$ cat src/rtl/pcileech_sysctl_pkg.sv
// Shared types for the board system-control block: reset sequencer states
// and per-LED drive modes.
package pcileech_sysctl_pkg;

    typedef enum logic [1:0] {
        ST_POR   = 2'd0,
        ST_STAGE = 2'd1,
        ST_HOLD  = 2'd2,
        ST_RUN   = 2'd3
    } sysctl_state_t;

    typedef enum logic [1:0] {
        LED_OFF   = 2'd0,
        LED_ON    = 2'd1,
        LED_BLINK = 2'd2,
        LED_ACT   = 2'd3
    } led_mode_t;

endpackage

$ cat src/rtl/pcileech_debounce.sv
// Single-button debouncer: two-flop synchroniser followed by a stability
// counter that only accepts a new level after DEBOUNCE_CYCLES of agreement.
module pcileech_debounce #(
    parameter int DEBOUNCE_CYCLES = 1000000
) (
    input  logic clk,
    input  logic rst_n,
    input  logic btn_raw,
    output logic btn_db
);

    localparam int CNT_W = (DEBOUNCE_CYCLES > 1) ? $clog2(DEBOUNCE_CYCLES) : 1;

    logic             sync1_q, sync2_q;
    logic             db_q, db_d;
    logic [CNT_W-1:0] cnt_q, cnt_d;

    always_comb begin
        db_d  = db_q;
        cnt_d = '0;
        if (sync2_q != db_q) begin
            if (cnt_q == CNT_W'(DEBOUNCE_CYCLES - 1)) begin
                db_d = sync2_q;
            end else begin
                cnt_d = cnt_q + CNT_W'(1);
            end
        end
    end

    always_ff @(posedge clk or negedge rst_n) begin
        if (!rst_n) begin
            sync1_q <= 1'b0;
            sync2_q <= 1'b0;
            db_q    <= 1'b0;
            cnt_q   <= '0;
        end else begin
            sync1_q <= btn_raw;
            sync2_q <= sync1_q;
            db_q    <= db_d;
            cnt_q   <= cnt_d;
        end
    end

    assign btn_db = db_q;

endmodule

$ cat src/rtl/pcileech_sysctl.sv
// Board system control: 64-bit tick count, debounced buttons, staged reset
// sequencer with button-forced reset, and per-LED mode/stretch/inversion.
module pcileech_sysctl
    import pcileech_sysctl_pkg::*;
#(
    parameter int                 NUM_BTN         = 2,
    parameter int                 NUM_LED         = 3,
    parameter int                 NUM_RST         = 3,
    parameter int                 POR_CYCLES      = 64,
    parameter int                 STAGE_GAP       = 16,
    parameter int                 DEBOUNCE_CYCLES = 1000000,
    parameter logic [NUM_BTN-1:0] BTN_RST_MASK    = 'b10,
    parameter int                 BLINK_BIT       = 26,
    parameter int                 STRETCH_CYCLES  = 5000000
) (
    input  logic                 clk,
    input  logic                 rst_n,
    input  logic [NUM_BTN-1:0]   btn_raw,
    output logic [NUM_BTN-1:0]   btn_db,
    output logic [63:0]          tickcount64,
    output logic [NUM_RST-1:0]   rst_stage,
    input  logic [2*NUM_LED-1:0] led_mode,
    input  logic [NUM_LED-1:0]   led_act,
    input  logic [NUM_LED-1:0]   led_inv,
    output logic [NUM_LED-1:0]   led
);

    localparam int POR_W = (POR_CYCLES > 1) ? $clog2(POR_CYCLES) : 1;
    localparam int GAP_W = (STAGE_GAP > 1) ? $clog2(STAGE_GAP) : 1;
    localparam int IDX_W = (NUM_RST > 1) ? $clog2(NUM_RST) : 1;
    localparam int STR_W = $clog2(STRETCH_CYCLES + 1);

    genvar gi;
    generate
        for (gi = 0; gi < NUM_BTN; gi++) begin : g_btn
            pcileech_debounce #(
                .DEBOUNCE_CYCLES(DEBOUNCE_CYCLES)
            ) u_debounce (
                .clk    (clk),
                .rst_n  (rst_n),
                .btn_raw(btn_raw[gi]),
                .btn_db (btn_db[gi])
            );
        end
    endgenerate

    logic [63:0]        tick_q;
    sysctl_state_t      state_q, state_d;
    logic [POR_W-1:0]   por_cnt_q, por_cnt_d;
    logic [GAP_W-1:0]   gap_cnt_q, gap_cnt_d;
    logic [IDX_W-1:0]   idx_q, idx_d;
    logic [NUM_RST-1:0] rst_stage_q, rst_stage_d;
    logic               force_rst;

    assign force_rst = |(btn_db & BTN_RST_MASK);

    // A forced reset takes priority over any release due on the same edge.
    always_comb begin
        state_d     = state_q;
        por_cnt_d   = por_cnt_q;
        gap_cnt_d   = gap_cnt_q;
        idx_d       = idx_q;
        rst_stage_d = rst_stage_q;
        case (state_q)
            ST_POR: begin
                rst_stage_d = '1;
                if (force_rst) begin
                    state_d = ST_HOLD;
                end else if (por_cnt_q == POR_W'(POR_CYCLES - 1)) begin
                    rst_stage_d[0] = 1'b0;
                    gap_cnt_d      = '0;
                    idx_d          = IDX_W'(1);
                    state_d        = (NUM_RST == 1) ? ST_RUN : ST_STAGE;
                end else begin
                    por_cnt_d = por_cnt_q + POR_W'(1);
                end
            end
            ST_STAGE: begin
                if (force_rst) begin
                    rst_stage_d = '1;
                    state_d     = ST_HOLD;
                end else if (gap_cnt_q == GAP_W'(STAGE_GAP - 1)) begin
                    rst_stage_d[idx_q] = 1'b0;
                    gap_cnt_d          = '0;
                    if (idx_q == IDX_W'(NUM_RST - 1)) begin
                        state_d = ST_RUN;
                    end else begin
                        idx_d = idx_q + IDX_W'(1);
                    end
                end else begin
                    gap_cnt_d = gap_cnt_q + GAP_W'(1);
                end
            end
            ST_RUN: begin
                rst_stage_d = '0;
                if (force_rst) begin
                    rst_stage_d = '1;
                    state_d     = ST_HOLD;
                end
            end
            ST_HOLD: begin
                rst_stage_d = '1;
                if (!force_rst) begin
                    por_cnt_d = '0;
                    state_d   = ST_POR;
                end
            end
            default: begin
                rst_stage_d = '1;
                por_cnt_d   = '0;
                state_d     = ST_POR;
            end
        endcase
    end

    logic [STR_W-1:0]   str_cnt_q [NUM_LED];
    logic [STR_W-1:0]   str_cnt_d [NUM_LED];
    logic [NUM_LED-1:0] led_raw;
    logic [NUM_LED-1:0] led_q, led_d;

    // Stretch counters run regardless of mode so ACT reflects recent history.
    always_comb begin
        led_raw = '0;
        led_d   = '0;
        for (int i = 0; i < NUM_LED; i++) begin
            if (led_act[i]) begin
                str_cnt_d[i] = STR_W'(STRETCH_CYCLES);
            end else if (str_cnt_q[i] != '0) begin
                str_cnt_d[i] = str_cnt_q[i] - STR_W'(1);
            end else begin
                str_cnt_d[i] = '0;
            end
            case (led_mode_t'(led_mode[2*i +: 2]))
                LED_OFF:   led_raw[i] = 1'b0;
                LED_ON:    led_raw[i] = 1'b1;
                LED_BLINK: led_raw[i] = tick_q[BLINK_BIT];
                LED_ACT:   led_raw[i] = (str_cnt_q[i] != '0);
                default:   led_raw[i] = 1'b0;
            endcase
            led_d[i] = led_raw[i] ^ led_inv[i];
        end
    end

    always_ff @(posedge clk or negedge rst_n) begin
        if (!rst_n) begin
            tick_q      <= '0;
            state_q     <= ST_POR;
            por_cnt_q   <= '0;
            gap_cnt_q   <= '0;
            idx_q       <= '0;
            rst_stage_q <= '1;
            led_q       <= '0;
            for (int i = 0; i < NUM_LED; i++) begin
                str_cnt_q[i] <= '0;
            end
        end else begin
            tick_q      <= tick_q + 64'd1;
            state_q     <= state_d;
            por_cnt_q   <= por_cnt_d;
            gap_cnt_q   <= gap_cnt_d;
            idx_q       <= idx_d;
            rst_stage_q <= rst_stage_d;
            led_q       <= led_d;
            for (int i = 0; i < NUM_LED; i++) begin
                str_cnt_q[i] <= str_cnt_d[i];
            end
        end
    end

    assign tickcount64 = tick_q;
    assign rst_stage   = rst_stage_q;
    assign led         = led_q;

endmodule

$ cat config.mk
export PLATFORM = sky130hd
export DESIGN_NAME = pcileech_sysctl
export DESIGN_NICKNAME = d
export VERILOG_FILES = /design/src/rtl/pcileech_sysctl_pkg.sv /design/src/rtl/pcileech_debounce.sv /design/src/rtl/pcileech_sysctl.sv
export SDC_FILE = /design/constraint.sdc
export NUM_CORES = 1
export LEC_CHECK = 0
export BUFFER_PORTS_ARGS = -buffer_cell sky130_fd_sc_hd__buf_2
export CORE_MARGIN = 3
export CORE_UTILIZATION = 55
export DETAILED_ROUTE_END_ITERATION = 8
export MAX_ROUTING_LAYER = met4
export PLACE_DENSITY = 0.84
export SKIP_CTS_REPAIR_TIMING = 1
export SYNTH_ARGS = -nofsm -noshare
export SYNTH_HDL_FRONTEND = slang
export SYNTH_HIERARCHICAL = 1
export SYNTH_SLANG_ARGS = --single-unit
$ cat constraint.sdc
create_clock -name clk -period 4.05 [get_ports clk]
set_input_delay 0.2025 -clock clk [delete_from_list [all_inputs] [get_ports clk]]
set_output_delay 0.2025 -clock clk [all_outputs]
set_load 0.02 [all_outputs]
=== After elaboration in Yosys (flattened, before gate mapping) ===
Cells that the tools add are included.

* Bits in read-only memories: 0
* Register bits: 199
* Latch bits: 0
* Memories kept: 0
* Output and inout bits: 72
* Word-level logic and storage cells: 123
* RAM bits: 0

* Shift-type cells: 0
* Equality and inequality tests: 30
* Bitwise gates (word level): 5
* Div/mod/pow operators: 0
* Multiply operators: 0
* Add/subtract/negate cells: 9
* Multiplexer cells: 43
* $lt $le $gt $ge: 2
* Reduce and logical (&&, ||, !) cells: 16

{| class="wikitable"
|+ Operator list
! kind !! count
|-
| $mux W23 || 6
|-
| $mux W20 || 4
|-
| $reduce_bool A23 Y1 || 3
|-
| $sub A23 B1 Y23 const B || 3
|-
| $add A64 B1 Y64 const B || 1
|-
| $add A20 B1 Y20 const B || 2
|-
| $eq A20 B20 Y1 const B || 2
|-
| $mux W2 || 11
|-
| $eq A2 B2 Y1 const B || 9
|-
| $mux W6 || 3
|-
| $mux W4 || 4
|-
| $ne A2 B2 Y1 const B || 7
|-
| $pmux W1 S4 || 3
|-
| $pmux W3 S4 || 1
|-
| $pmux W6 S2 || 1
|-
| $mux W3 || 3
|-
| $ne A3 B2 Y1 const B || 3
|-
| $eq A2 B1 Y1 const B || 4
|-
| $logic_not A2 Y1 || 4
|-
| $pmux W2 S4 || 1
|-
| $pmux W4 S2 || 1
|-
| $reduce_and A4 Y1 || 2
|-
| $add A6 B1 Y6 const B || 1
|-
| $eq A6 B6 Y1 const B || 1
|-
| 18 further kinds || 25
|}

=== Depth between registers and ports, before layout ===
* Word-level depth: 9
* Gate-level depth with buffers: 9
* Gate-level depth less buffers: 7

=== Cells and area by module ===
The synthesis kept the hierarchy.

{| class="wikitable"
|+ Modules (own cells, without submodules)
! module !! instances !! cells each !! seq. area each (um2) !! area each (um2)
|-
| pcileech_sysctl || 1 || 713 || 3,832.4 || 7,343.3
|-
| pcileech_debounce || 2 || 110 || 575.6 || 1,108.6
|}

=== Worst setup path before layout ===
Ideal clock, no wire load.

* Kind: register to register
* Start point: register str_cnt_q[55] (netlist bit)
* End point: register str_cnt_q[59] (netlist bit)
* Clock period less this slack: 2,346 ps
* Path buffers: 3
* Library setup time: 121 ps
* Stages on the path, launching flop included: 9
* Data arrival time: 2,226 ps
* Path slack: 1,704 ps
* Required time: 3,929 ps
* Cell sequence: dfrtp_1 > or4_4 > or3_1 > buf_6 > nor4_4 > or2_0 > buf_4 > buf_6 > nor2_1

{| class="wikitable"
|+ RTL lines
! item !! line !! RTL
|-
| start: declaration || pcileech_sysctl.sv:116 || <nowiki>logic [STR_W-1:0] str_cnt_q [NUM_LED];</nowiki>
|-
| start signal: indexed assignment || pcileech_sysctl.sv:165 || <nowiki>str_cnt_q[i] <= str_cnt_d[i];</nowiki>
|}

==> metrics.log <==
[metrics] static leakage: 4.74 nW
[metrics] number of cells on the worst reg-to-reg path: 5
[metrics] detailed-route DRC error count: 0
[metrics] Seq cells post-synth: 199
[metrics] area of the placeable core: 16800 sq um
[metrics] min-delay worst type: input pin to flip-flop
[metrics] worst hold start: led_act[0]
[metrics] total vias in the final route: 7134
[metrics] top post-synthesis cells by count: sky130_fd_sc_hd__dfrtp_1, sky130_fd_sc_hd__nor2_1, sky130_fd_sc_hd__xnor2_1, sky130_fd_sc_hd__xor2_1, sky130_fd_sc_hd__nand3_1
[metrics] min Tclk post-route: 2930 ps
[metrics] Ant. Diodes: 0
[metrics] terminating pin of the worst hold path: str_cnt_q[67]
[metrics] Worst-Skew Late Latency: 430 ps
[metrics] DRC marker count from the first detailed-route iteration: 463
[metrics] post-route non-filler standard cell count: 1261
[metrics] clock tree from TritonCTS: yes
[metrics] number of global-route vias before repair: 7113
[metrics] final RePlAce weighted congestion: 0.845
[metrics] Finish-stage setup viols: 0
[metrics] number of port buffers: 87
[metrics] post-synth design cell area: 9560 sq um
[metrics] initial cell density of the core: 56.8%
[metrics] average routed wire per standard cell: 15.0 microns
[metrics] Final Max Slew Viols: 0
[metrics] R2R Setup Slk: 1120 ps
[metrics] Die Outline Area: 19000 sq um
[metrics] Post-Route WL: 19.0 mm
[metrics] depth of the worst hold-timing path: 2
[metrics] Clock Path Buffers: 2
[metrics] power density over cell area: 367 nW/um^2
[metrics] Synth async-reset ratio: 100%
[metrics] Area Overhead vs Synth: 13.0%
[metrics] depth of the CTS H-tree: 4
[metrics] I/O pin cnt: 88
[metrics] Synth Warn #: 6
[metrics] Clk network pwr share: 39.7%
[metrics] number of instances in the synthesized netlist: 933
[metrics] number of unique standard cell types used by synthesis: 58
[metrics] largest net degree at the start of global routing: 117
[metrics] Slew HR: 39.2%
[metrics] slew of the pin with the lowest slew margin: 912 ps
[metrics] setup clock skew after layout: 9.98 ps
[metrics] share of total power consumed by net switching: 25.5%
[metrics] Mapped Nets: 963
[metrics] total iterations of the first detailed-routing run: 5
[metrics] sequential area share after synthesis: 52.1%
[metrics] Global Route Usage Sum: 21.9%
[metrics] number of flops mapped to enable cells by yosys: 0
[metrics] total power: 3.96 mW
[metrics] Chip Height: 138 microns
[metrics] Worst EP arrival: 3220 ps
[metrics] worst flop-to-flop path endpoint: str_cnt_q[51]
[metrics] combinational power share: 7.1%
[metrics] library cell occupying the most area in the post-synthesis netlist: sky130_fd_sc_hd__dfrtp_1
[metrics] critical path fanouts, max: 14
[metrics] initial antenna violation count: 0
[metrics] Die W: 138 microns
[metrics] cell with the most instances after synthesis: sky130_fd_sc_hd__dfrtp_1
[metrics] Internal Pwr Total: 2.95 mW
[metrics] critical path's slowest cell: sky130_fd_sc_hd__or2_0
[metrics] average footprint of a synthesized cell: 10.2 sq um
[metrics] worst-path cell chain: or4_4 -> or3_1 -> nor4_4 -> or2_0 -> nor2_1
[metrics] maximum clock frequency: 0.342 GHz
[metrics] global-route wire length before repair: 32.7 mm
[metrics] Setup crit end kind: flip-flop
[metrics] total negative slack for setup checks: 0 ps
[metrics] Critical Path RT: 4340 ps
[metrics] result of the run: completed
[metrics] count of endpoints failing hold in the final timing report: 0
[metrics] placed wire-length estimate: 12.9 mm
[metrics] crit share post-route: 72.3%
[metrics] fraction of layout cells with a size suffix above 1: 13.8%
[metrics] number of vias per cell: 5.66
[metrics] number of placed cells counting well taps: 1222
[metrics] cell row count: 47
[metrics] classification of the worst setup path: flip-flop to flip-flop
[metrics] clock slew at reported path FFs: 70 ps
[metrics] largest stage delay on the critical path: 660 ps
[metrics] CTS buffer count: 17
[metrics] sequential group share of total power: 53.2%
[metrics] global route overflow: 0
[metrics] Reg2Reg Launch Point: str_cnt_q[55]
[metrics] total net switching power: 1.01 mW
[metrics] most area-consuming cells after synthesis: sky130_fd_sc_hd__dfrtp_1, sky130_fd_sc_hd__xnor2_1, sky130_fd_sc_hd__nor2_1
[metrics] Root Buffer Master: sky130_fd_sc_hd__clkbuf_16
[metrics] setup repair after global routing missed its margin: false
[metrics] TritonCTS sink count: 199
[metrics] startpoint type of the worst setup path: flip-flop
[metrics] Top FF cell, synth: sky130_fd_sc_hd__dfrtp_1
[metrics] Peak supply drop: 0.354 mV
[metrics] DRT antenna net count: 0
[metrics] Net count, final: 1058
[metrics] number of max-cap violations: 0
[metrics] Yosys top cell area share: 51.3%
[sequential cells by signal, summed over array words and instances (netlist names)]
register,count
idx_q,2
tickcount64,64
g_btn.u_debounce/sync1_q,2
g_btn.u_debounce/btn_db,2
led,3
str_cnt_q,69
por_cnt_q,6
gap_cnt_q,4
rst_stage,3
g_btn.u_debounce/sync2_q,2
state_q,2
g_btn.u_debounce/cnt_q,40
[power by group through the flow]
stage | Clock, mW | Sequential (mW) | Combinational (mW)
CTS | 1.62 | 2.11 | 0.280
finish | 1.57 | 2.11 | 0.281
detailed placement | 0 | 2.14 | 0.277
floorplan | 0 | 2.13 | 0.187
global route | 1.69 | 2.12 | 0.318
global placement | 0 | 2.14 | 0.271
[critical path: cells and delay by family (launching register included)]
family / cells / cell delay, ps
and+or+nand+nor: 5 / 2350
DFF: 1 / 420
[area by class of cell]
class                      count  area (sq um)
clock buffer                  17           425
tap                          220           275
sequential                   199          4980
timing repair buffer          96           542
fill                        1318          6020
inverter                      38           143
clock inverter                15           118
multi-input combinational    676          4310
[metrics by stage]
stage,hold WS [ps],instance area (sq um),worst slack [ps],utilization [%]
floorplan,-93.1,9560,1700,-
global placement,325,10200,1220,60.6
detailed placement,321,10200,1110,60.6
CTS,-134,10700,1100,63.8
global route,45.4,10800,935,64.2
finish,36.7,10800,1120,64.2
[worst max-delay path by stage]
stage / startpoint / endpoint / slack [ps]
finish: str_cnt_q[55] / str_cnt_q[51] / 1120
global route: str_cnt_q[16] / str_cnt_q[2] / 930
CTS: str_cnt_q[55] / str_cnt_q[51] / 1100
detailed placement: str_cnt_q[55] / str_cnt_q[48] / 1110
global placement: str_cnt_q[55] / str_cnt_q[51] / 1220
floorplan: str_cnt_q[55] / str_cnt_q[59] / 1700
[metal layers]
| metal | global-route usage, % | share of wire (%) | vias up |
|---|---|---|---|
| met3 | 5.19 | 5.3 | 26 |
| li1 | - | - | 3437 |
| met4 | 7.30 | 1.5 | 0 |
| met2 | 34.2 | 48 | 184 |
| met5 | - | 0 | - |
| met1 | 28.4 | 45 | 3487 |
[layout by cell type, fill, tap and decap left out, types with 4 or more instances in the layout]
| cell | n |
|---|---|
| sky130_fd_sc_hd__dfrtp_1 | 196 |
| sky130_fd_sc_hd__nor2_1 | 136 |
| sky130_fd_sc_hd__xnor2_1 | 90 |
| sky130_fd_sc_hd__buf_2 | 86 |
| sky130_fd_sc_hd__xor2_1 | 58 |
| sky130_fd_sc_hd__nand3_1 | 51 |
| sky130_fd_sc_hd__nand2_1 | 46 |
| sky130_fd_sc_hd__nor3_1 | 46 |
| sky130_fd_sc_hd__inv_1 | 38 |
| sky130_fd_sc_hd__nor4_1 | 37 |
| sky130_fd_sc_hd__nand4_1 | 22 |
| sky130_fd_sc_hd__o21ai_0 | 22 |
| sky130_fd_sc_hd__a21oi_1 | 20 |
| sky130_fd_sc_hd__clkbuf_16 | 17 |
| sky130_fd_sc_hd__or4_1 | 14 |
| sky130_fd_sc_hd__o21bai_1 | 14 |
| sky130_fd_sc_hd__ha_1 | 14 |
| sky130_fd_sc_hd__or3_1 | 12 |
| sky130_fd_sc_hd__and4_1 | 7 |
| sky130_fd_sc_hd__and3_1 | 7 |
| sky130_fd_sc_hd__dlygate4sd3_1 | 7 |
| sky130_fd_sc_hd__nand2b_1 | 6 |
| sky130_fd_sc_hd__nand3b_1 | 6 |
| sky130_fd_sc_hd__mux2i_1 | 5 |
| sky130_fd_sc_hd__o31ai_1 | 5 |
| sky130_fd_sc_hd__nor2b_1 | 4 |
| sky130_fd_sc_hd__nor4b_1 | 4 |
| sky130_fd_sc_hd__clkinv_2 | 4 |
| sky130_fd_sc_hd__inv_6 | 4 |
[cells by family (layout without fill, tap and decap cells)]
| family | count (synthesis) | count (layout) | share of synthesized area (%) |
|---|---|---|---|
| buf+inv | 58 | 166 | 2.76 |
| compound gates | 85 | 85 | 5.93 |
| fa+ha+maj | 14 | 14 | 1.83 |
| flops | 199 | 199 | 52.1 |
| simple gates | 422 | 422 | 23.0 |
| xor+xnor | 148 | 148 | 13.6 |
| mux | 7 | 7 | 0.759 |
No activity file was read; power rests on OpenSTA's default activity.
